==> src/rtl/serial_cmp_accumulator.sv <==
// serial_cmp_accumulator: bit-serial MSB-first word comparator fed by a 1-bit lt/gt/eq stream,
// with registered word result and saturating per-result tallies.
module serial_cmp_accumulator #(
    parameter int WIDTH = 8,
    parameter int CNT_W = 8
) (
    input  logic             clk,
    input  logic             rst_n,
    input  logic             start,
    input  logic             bit_valid,
    input  logic             lt_in,
    input  logic             gt_in,
    input  logic             eq_in,
    output logic             busy,
    output logic             done,
    output logic             lt,
    output logic             gt,
    output logic             eq,
    output logic             err,
    output logic [CNT_W-1:0] lt_cnt,
    output logic [CNT_W-1:0] gt_cnt,
    output logic [CNT_W-1:0] eq_cnt
);
    localparam int BW = $clog2(WIDTH);
    localparam logic [1:0] S_IDLE = 2'd0, S_RUN = 2'd1, S_DONE = 2'd2;
    localparam logic [1:0] D_UNDEC = 2'd0, D_LT = 2'd1, D_GT = 2'd2;
    localparam logic [BW-1:0] LAST = BW'(WIDTH - 1);
    localparam logic [CNT_W-1:0] MAX = '1;
    logic [1:0]    r_state;
    logic [BW-1:0] r_cnt;
    logic [1:0]    r_dec;
    logic          r_err_seen;
    logic          w_legal, w_err_n, w_last;
    logic [1:0]    w_dec_n;
    logic          w_inc_lt, w_inc_gt, w_inc_eq;
    assign w_legal  = $onehot({lt_in, gt_in, eq_in});
    // First legal non-equal bit fixes the decision; {gt,lt} encodes D_LT/D_GT directly.
    assign w_dec_n  = (r_dec == D_UNDEC && w_legal) ? {gt_in, lt_in} : r_dec;
    assign w_err_n  = r_err_seen | ~w_legal;
    assign w_last   = r_state == S_RUN && bit_valid && r_cnt == LAST;
    assign w_inc_lt = w_last && !w_err_n && w_dec_n == D_LT && lt_cnt != MAX;
    assign w_inc_gt = w_last && !w_err_n && w_dec_n == D_GT && gt_cnt != MAX;
    assign w_inc_eq = w_last && !w_err_n && w_dec_n == D_UNDEC && eq_cnt != MAX;
    assign busy     = r_state == S_RUN;
    assign done     = r_state == S_DONE;
    always_ff @(posedge clk or negedge rst_n) begin
        if (!rst_n) begin
            r_state    <= S_IDLE;
            r_cnt      <= '0;
            r_dec      <= D_UNDEC;
            r_err_seen <= 1'b0;
            lt         <= 1'b0;
            gt         <= 1'b0;
            eq         <= 1'b0;
            err        <= 1'b0;
            lt_cnt     <= '0;
            gt_cnt     <= '0;
            eq_cnt     <= '0;
        end else begin
            if (r_state == S_IDLE && start) begin
                r_state    <= S_RUN;
                r_cnt      <= '0;
                r_dec      <= D_UNDEC;
                r_err_seen <= 1'b0;
            end
            if (r_state == S_RUN && bit_valid) begin
                r_dec      <= w_dec_n;
                r_err_seen <= w_err_n;
                r_state    <= (r_cnt == LAST) ? S_DONE : S_RUN;
                r_cnt      <= (r_cnt == LAST) ? r_cnt : r_cnt + 1'b1;
            end
            if (r_state == S_DONE) r_state <= S_IDLE;
            // Results load on the final bit so they are valid alongside done.
            if (w_last) begin
                lt  <= !w_err_n && w_dec_n == D_LT;
                gt  <= !w_err_n && w_dec_n == D_GT;
                eq  <= !w_err_n && w_dec_n == D_UNDEC;
                err <= w_err_n;
            end
            lt_cnt <= lt_cnt + CNT_W'(w_inc_lt);
            gt_cnt <= gt_cnt + CNT_W'(w_inc_gt);
            eq_cnt <= eq_cnt + CNT_W'(w_inc_eq);
        end
    end
endmodule

==> config.mk <==
export PLATFORM = sky130hd
export DESIGN_NAME = serial_cmp_accumulator
export DESIGN_NICKNAME = d
export VERILOG_FILES = /design/src/rtl/serial_cmp_accumulator.sv
export SDC_FILE = /design/constraint.sdc
export NUM_CORES = 1
export LEC_CHECK = 0
export ABC_AREA = 1
export ABC_CLOCK_PERIOD_IN_PS = 2200
export CAP_MARGIN = 40
export CORE_MARGIN = 2
export CORE_UTILIZATION = 49
export DETAILED_ROUTE_END_ITERATION = 12
export MAX_ROUTING_LAYER = met4
export PLACE_DENSITY = 0.81
export SLEW_MARGIN = 20
export SYNTH_ARGS = -nofsm -noshare
export SYNTH_HDL_FRONTEND = slang
export SYNTH_SLANG_ARGS = --single-unit
==> constraint.sdc <==
create_clock -name clk -period 2.2 [get_ports clk]
set_input_delay 0.33 -clock clk [delete_from_list [all_inputs] [get_ports clk]]
set_output_delay 0.33 -clock clk [all_outputs]
set_load 0.01 [all_outputs]
==> impl_summary.txt, run 1 <==
----------------------------------------------------
[Detailed routing]
  Number of iterations in the first detailed-routing pass ... 4
  Overall routed net length ... 4100 µm
  Antenna Violating Nets Remaining ... 0
  Average vias per placed instance ... 5.02
  Mean routed wirelength per cell ... 14.7 µm
  Residual DRC ... 0
  Detailed Route Iter0 Violations ... 80
  Total number of vias ... 1,400

[Finish]
  Area Growth Syn to Fin ... 45.6%
  Final Net Count ... 249
  Antenna diode count ... 0
  Commonest non-fill, non-tap cells in the layout ... dfrtp_1 (36), clkdlybuf4s50_1 (33), nand2_1 (32), buf_4 (25), inv_1 (13)
  Non-Filler Instances ... 279
  Proportion of layout cells with a drive suffix above 1 ... 30.5%
  Count of filler cells inserted in the layout ... 248
  Leading cell type in the layout, fill and taps excluded ... dfrtp_1

[Synth]
  Share of the synthesized area in the top cell type ... 54.1%
  Adder-cell area share of the yosys netlist ... 7.21%
  Post-Synth XOR/XNOR Area ... 9.47%
  Post-synthesis cell count ... 164
  Cell variety after synth ... 19
  Syn Std Cell Area ... 1670 µm²
  Avg Inst Size Synth ... 10.2 µm²
  Net count after synthesis ... 180
  Yosys top cell by area ... dfrtp_1
  Synthesis Warnings ... 0
  Share of synthesized cell area in and, or, nand and nor gates ... 23.4%
  Synthesized-area fraction occupied by ao, oa, aoi and oai cells ... 1.80%
  Flop and latch count out of synthesis ... 36
  Combinational family with the most area after synthesis ... simple AND/OR/NAND/NOR gates
  Largest cells by area after synthesis ... dfrtp_1 (54%), nand2_1 (7.4%), ha_1 (6.0%), xor2_1 (5.3%), nand3_1 (4.5%)
  Share of synthesized area spent on multiplexers ... 0%
  Portion of the post-synthesis area used by sequential elements ... 54.1%

[Pwr]
  Logic gate share of total power ... 26.4%
  Max IR drop VDD ... 0.361 mV
  Internal Dissipation ... 1.01 mW
  Clock Power Share ... 22.4%
  Lkg Pwr ... 1.19 nW
  Switch Pwr ... 500 µW
  Share of total power consumed by net switching ... 33.2%
  Sequential Power Share ... 51.2%
  Areal power density over the cells ... 622 nW/µm²

[Critical path]
  Kind of launch point of the worst setup path ... input pin
  CP required ... 2470 ps
  Arrival time at the worst endpoint ... 2330 ps
  Critical-path maximum fanout ... 6
  Cell family contributing the most delay on the critical path ... simple AND/OR/NAND/NOR gates
  Cells along the critical path ... buf_2, inv_2, fa_2, nor2_4, nand2_2, nor2_4, nand3_2, nor2_2, ha_2, buf_6, nand3_4, nor2_4, xor2_1
  Critical path class ... in -> reg
  Critical-path cell with the highest stage delay ... fa_2
  CP dominant cell by count ... nor2_4
  Sort of element at the end of the critical path ... register
  WP buf/inv ... 3
  Crit path largest cell delay ... 460 ps

[Global routing]
  Antenna violations before repair ... 0
  Largest net degree at the start of global routing ... 37
  Global-route wire length before repair ... 6630 µm
  Overall track demand over capacity in global routing ... 22.4%
  Via count of the first global-routing pass ... 1,471
  Overflow left after global routing ... 0

[STA]
  Total Negative Setup Slacks ... 0 ps
  Final hold slack ... 392 ps
  Least-Margin Pin Slew ... 456 ps
  Min Clock Period, post-route ... 2060 ps
  Total count of hold-check failures in the final report ... 0
  Max_slew headroom ... 69.6%
  Max Fclk ... 0.485 GHz
  Number of slew-limit violations in the final report ... 0
  Final setup skew ... 10.9 ps
  Final setup violation count ... 0
  Share of the cycle needed by the critical path after routing ... 93.8%

[Floorplan]
  Die height ... 62.3 µm
  Number of cell rows ... 21
  DIE WIDTH ... 62.3 µm
  Number of top-level pins ... 37
  Initial Util ... 50.3%
  CORE AREA ... 3310 µm²
  Overall die area ... 3880 µm²

[Clock network]
  Clock-pin slew of the registers on the worst-case setup and hold paths ... 110 ps
  Buffer depth of the longest clock path ... 2
  CTS Buf Count ... 5
  Number of H-tree branching levels ... 2
  CTS Sinks ... 36
  Clock root buffer master ... clkbuf_4
  TritonCTS clock tree ... yes
  Clock network latency to the later pin of the worst-skew pair ... 350 ps

[Min path]
  Type of the worst min-delay path ... in -> async

[Placement]
  IO buf count ... 36
  HPWL reported at the end of detailed placement ... 2620 µm
  Final weighted congestion of routability-driven global placement ... 0.890
  Cell count after placement ... 261

[Status]
  Result of the run ... finished, final reports clean

[Flow run]
  Max_cap viols ... 0

----------------------------------------------------
## power by group through the flow
stage / clock, mW / combinational [mW] / sequential, mW
after global placement: 0 / 0.331 / 0.775
after global routing: 0.381 / 0.454 / 0.783
after detailed placement: 0 / 0.357 / 0.781
after floorplan: 0 / 0.224 / 0.774
after CTS: 0.340 / 0.358 / 0.768
final: 0.338 / 0.397 / 0.773
## sequential cells by signal (all words and copies together), names as in the netlist
| signal | count |
|---|---|
| err | 1 |
| eq_cnt | 8 |
| gt_cnt | 8 |
| r_dec | 2 |
| r_state | 2 |
| gt | 1 |
| r_cnt | 3 |
| lt_cnt | 8 |
| r_err_seen | 1 |
| eq | 1 |
| lt | 1 |
## synth_stat cells
| master | instances |
|---|---|
| nand2_1 | 33 |
| o21ai_0 | 5 |
| nor2_1 | 9 |
| ha_1 | 8 |
| nand4_2 | 1 |
| dfrtp_1 | 36 |
| nand3_2 | 3 |
| fa_1 | 1 |
| inv_2 | 2 |
| nand3_1 | 15 |
| nand4_1 | 4 |
| nor3_1 | 1 |
| xnor2_1 | 8 |
| nand2_2 | 1 |
| a21oi_1 | 1 |
| nor2_4 | 3 |
| xor2_1 | 10 |
| inv_1 | 16 |
| nor2_2 | 7 |
## what timing repair did
| item | CTS | global route |
|---|---|---|
| buffers inserted | 9 | 2 |
| gates resized for setup | 19 | 19 |
| pin swaps | 10 | 11 |
| endpoints found under the setup margin | 21 | 17 |
| hold buffers | 0 | 0 |
## final timing paths
check / slack, ps / depth (start not counted) / endpoint / start
setup / recovery: 140 / 13 / eq_cnt[7] / gt_in
hold reg to reg: 500 / 1 / eq_cnt[7] / eq_cnt[7]
min in group clk: 400 / 5 / r_dec[0] / lt_in
max in group asynchronous: 1480 / 2 / lt_cnt[6] / rst_n
setup reg to reg: 140 / 11 / eq_cnt[7] / r_cnt[1]
hold / removal: 390 / 2 / eq / rst_n
## area by class of cell
class                   count  area (µm²)  area share [%]
flip-flops and latches     36         901            37.2
clock buffers               6        41.3            1.70
inverters                  18        67.6            2.79
repair buffers             62         544            22.4
multi-input cells         110         808            33.3
clock inverters             1        5.00           0.206
well taps                  46        57.6            2.37
## per-stage QoR
stage	area [µm²]	util, %	setup WS [ps]	total power, mW
finish	2420	73.2	136	1.51
CTS	2330	70.4	10.4	1.47
global placement	2200	66.4	-570	1.11
global route	2420	73.2	-30.4	1.62
detailed placement	2200	66.4	-648	1.14
floorplan	1670	-	4.17	0.998
## per-layer routing
metal / up-vias / GRT usage (%) / wire (µm)
met4: 0 / 9.44 / 150
met5: - / - / 0
li1: 660 / - / -
met3: 14 / 5.43 / 192
met1: 678 / 26.8 / 1650
met2: 48 / 36.7 / 2100
## kinds of logic (layout without fill, tap and decap cells)
logic type,count (synthesis),count (layout)
DFF,36,36
buffers and inverters,18,87
and+or+nand+nor,77,77
xor gates and xnor gates,18,18
AOI/OAI and AO/OA,6,6
adders and majority gates,9,9
Note: power is estimated with default switching activity, not from simulation.
==> run 2: changes to the inputs <==
- CTS_CLUSTER_DIAMETER: unset -> 40
==> results of run 2 <==
Same layout as run 1: the final DEF is identical, and so are final timing and power.
==> run 3: changes to the inputs <==
- SETUP_SLACK_MARGIN: unset -> 0.3
==> run 3 against run 2 <==
Net effect:
- power increased by 5.3%
- first-iteration DRC count grew 85%
- critical path depth decreased by 2
- via count up 6.4%
- worst setup slack worse by 72 ps
- clock power up 8.3%
- combinational power is 12% higher
- design area increased by 7.8%
- global-route usage up 1.4 points
- largest cell class unchanged
- largest power group unchanged
==> impl_summary.txt, run 3 (same netlist as run 1, synthesis figures left out) <==
----------------------------------------------------
[Status]
  Result of the run ... finished, final reports clean

[Clock network]
  Count of hold-fix buffers inserted at cts ... 0 (unchanged)
  Clock network latency to the later pin of the worst-skew pair ... 360 ps (about the same)
  Number of H-tree branching levels ... 2 (unchanged)
  Clock-pin slew of the registers on the worst-case setup and hold paths ... 130 ps (+20 ps)
  TritonCTS clock tree ... yes
  CTS Buf Count ... 5 (unchanged)
  Buffer depth of the longest clock path ... 2 (unchanged)
  Clock root buffer master ... clkbuf_4
  CTS Sinks ... 36 (unchanged)

[Floorplan]
  Number of cell rows ... 21 (unchanged)
  Number of top-level pins ... 37 (unchanged)
  DIE WIDTH ... 62.3 µm (unchanged)
  CORE AREA ... 3310 µm² (unchanged)
  Overall die area ... 3880 µm² (unchanged)
  Initial Util ... 50.3% (unchanged)
  Die height ... 62.3 µm (unchanged)

[Critical path]
  CP required ... 2490 ps (+20 ps)
  Register-to-Register Setup Slack ... 60 ps (-70 ps)
  Source of the critical timing path ... r_cnt[1]
  Timing endpoint of the critical path ... eq_cnt[6]
  R2r startpoint ... r_cnt[1]
  Arrival time at the worst endpoint ... 2430 ps (+100 ps)
  Cells on worst reg2reg path ... 11 (unchanged)
  Critical path class ... reg -> reg
  Sort of element at the end of the critical path ... register
  Capture point of the worst reg-to-reg path ... eq_cnt[6]
  Critical-path maximum fanout ... 4 (-2)
  Kind of launch point of the worst setup path ... register

[STA]
  Max Fclk ... 0.468 GHz (-3.4%)
  Final setup violation count ... 0 (unchanged)
  RSZ-0062 raised after global routing ... yes
  Share of the cycle needed by the critical path after routing ... 97.1% (+3.3 points)
  Least-Margin Pin Slew ... 433 ps (-23.1 ps)
  Number of slew-limit violations in the final report ... 0 (unchanged)
  Max_slew headroom ... 71.1% (+1.5 points)
  Total count of hold-check failures in the final report ... 0 (unchanged)
  Final setup skew ... 21.2 ps (+10.4 ps)
  Min Clock Period, post-route ... 2140 ps (+71.8 ps)
  Total Negative Setup Slacks ... 0 ps (unchanged)

[Finish]
  Leading cell type in the layout, fill and taps excluded ... dfrtp_1
  Final core area utilization ... 78.9% (+5.7 points)
  Largest registers ... eq_cnt (8), gt_cnt (8), lt_cnt (8)
  Commonest non-fill, non-tap cells in the layout ... dfrtp_1 (35), clkdlybuf4s50_1 (32), nand2_1 (29), buf_4 (21), inv_1 (13)
  Area taken by multi-input logic gates ... 886 µm² (+9.6%)
  Count of filler cells inserted in the layout ... 204 (-18%)
  Antenna diode count ... 0 (unchanged)
  Non-Filler Instances ... 285 (+2.2%)
  Sequential standard cell area ... 902 µm² (+0.14%)
  Proportion of layout cells with a drive suffix above 1 ... 36.8% (+6.3 points)
  Final Net Count ... 254 (+2.0%)
  Area Growth Syn to Fin ... 56.9%

[Placement]
  IO buf count ... 36 (unchanged)
  Final weighted congestion of routability-driven global placement ... 0.879 (-1.3%)
  Cell count after placement ... 260 (-0.38%)
  HPWL reported at the end of detailed placement ... 2570 µm (-1.9%)

[Detailed routing]
  Overall routed net length ... 4600 µm (+12%)
  Residual DRC ... 0 (unchanged)
  Average vias per placed instance ... 5.22 (+4.1%)
  Total number of vias ... 1,489 (+6.4%)
  Mean routed wirelength per cell ... 16.1 µm (+10%)
  Antenna Violating Nets Remaining ... 0 (unchanged)
  Number of iterations in the first detailed-routing pass ... 4 (unchanged)
  Detailed Route Iter0 Violations ... 148 (+85%)

[Global routing]
  Largest net degree at the start of global routing ... 37 (unchanged)
  Via count of the first global-routing pass ... 1,477 (+0.41%)
  Overall track demand over capacity in global routing ... 23.8% (+1.4 points)
  Antenna violations before repair ... 0 (unchanged)
  Overflow left after global routing ... 0 (unchanged)
  Global-route wire length before repair ... 6960 µm (+5.0%)

[Pwr]
  Max IR drop VDD ... 0.465 mV (+29%)
  Total power of the final layout ... 1.59 mW (+5.3%)
  Lkg Pwr ... 1.25 nW (+5.3%)
  Areal power density over the cells ... 608 nW/µm² (-2.3%)

[Flow run]
  Max_cap viols ... 0 (unchanged)

[Min path]
  Type of the worst min-delay path ... in -> async

----------------------------------------------------
-- run 3: changes by cell type in the layout (fill, tap and decap cells not counted), moves of 3 or more --
| cell | change |
|---|---|
| nand2_2 | +3 |
| buf_4 | -4 |
| ha_4 | +3 |
| buf_6 | +10 |
| nand2_1 | -3 |
-- run 3: worst min path at each step --
stage / endpoint / slack, ps / cells past startpoint
3_5_place_dp: eq / 470 / 2
5_1_grt: eq_cnt[4] / 390 / 2
3_3_place_gp: r_cnt[1] / 460 / 2
4_1_cts: eq_cnt[5] / 380 / 2
6_report: eq_cnt[5] / 350 / 2
2_1_floorplan: eq / 30 / 0
-- run 3: metal layers --
layer  vias to the layer above  track usage [%]  share of wire [%]  wire, µm
li1                        671                -                  -         -
met1                       754             28.2                 39      1790
met2                        52             39.9                 54      2500
met3                        12             4.71                4.3       200
met4                         0             10.0                2.3       107
met5                         -                -                  0         0
-- run 3: per-stage QoR --
step                      hold slack (ps)  instance area [µm²]  setup slack, ps
after global placement                459                 2250             -588
after CTS                             380                 2490              152
final                                 350                 2610             64.6
after detailed placement              475                 2250             -671
after floorplan                      34.4                 1730             55.2
after global routing                  393                 2610            -1.47
-- run 3: timing repair --
item                       4_1_cts  5_1_grt
gates cloned                     0        0
setup endpoints to repair       24       20
gates resized for setup         35       18
buffers inserted                11        6
pin swaps                       20        8
-- run 3: area by class of cell --
type	instances	share of cell area (%)
Clock buffer	5	1.44
Clock inverter	3	0.718
Inverter	18	2.97
Multi-Input combinational cell	110	33.9
Sequential cell	36	34.5
Tap cell	46	2.20
Timing Repair Buffer	67	24.3
-- run 3: critical path, cell delays in order, from the launching register on --
cell and delay [ps]:
dfrtp_1 390, ha_2 210, ha_4 150, nand4_4 120, nor2_4 210, nand3_4 120, nor2_4 150, ha_4 180
ha_4 160, nand3_4 90, nor2_4 120, xor2_1 170
-- run 3: report_power, final --
group | switching (mW) | total, mW | internal (mW)
Combinational | 0.258 | 0.444 | 0.186
Sequential | 0.0555 | 0.779 | 0.723
Clock | 0.243 | 0.366 | 0.123
Total | 0.557 | 1.59 | 1.03
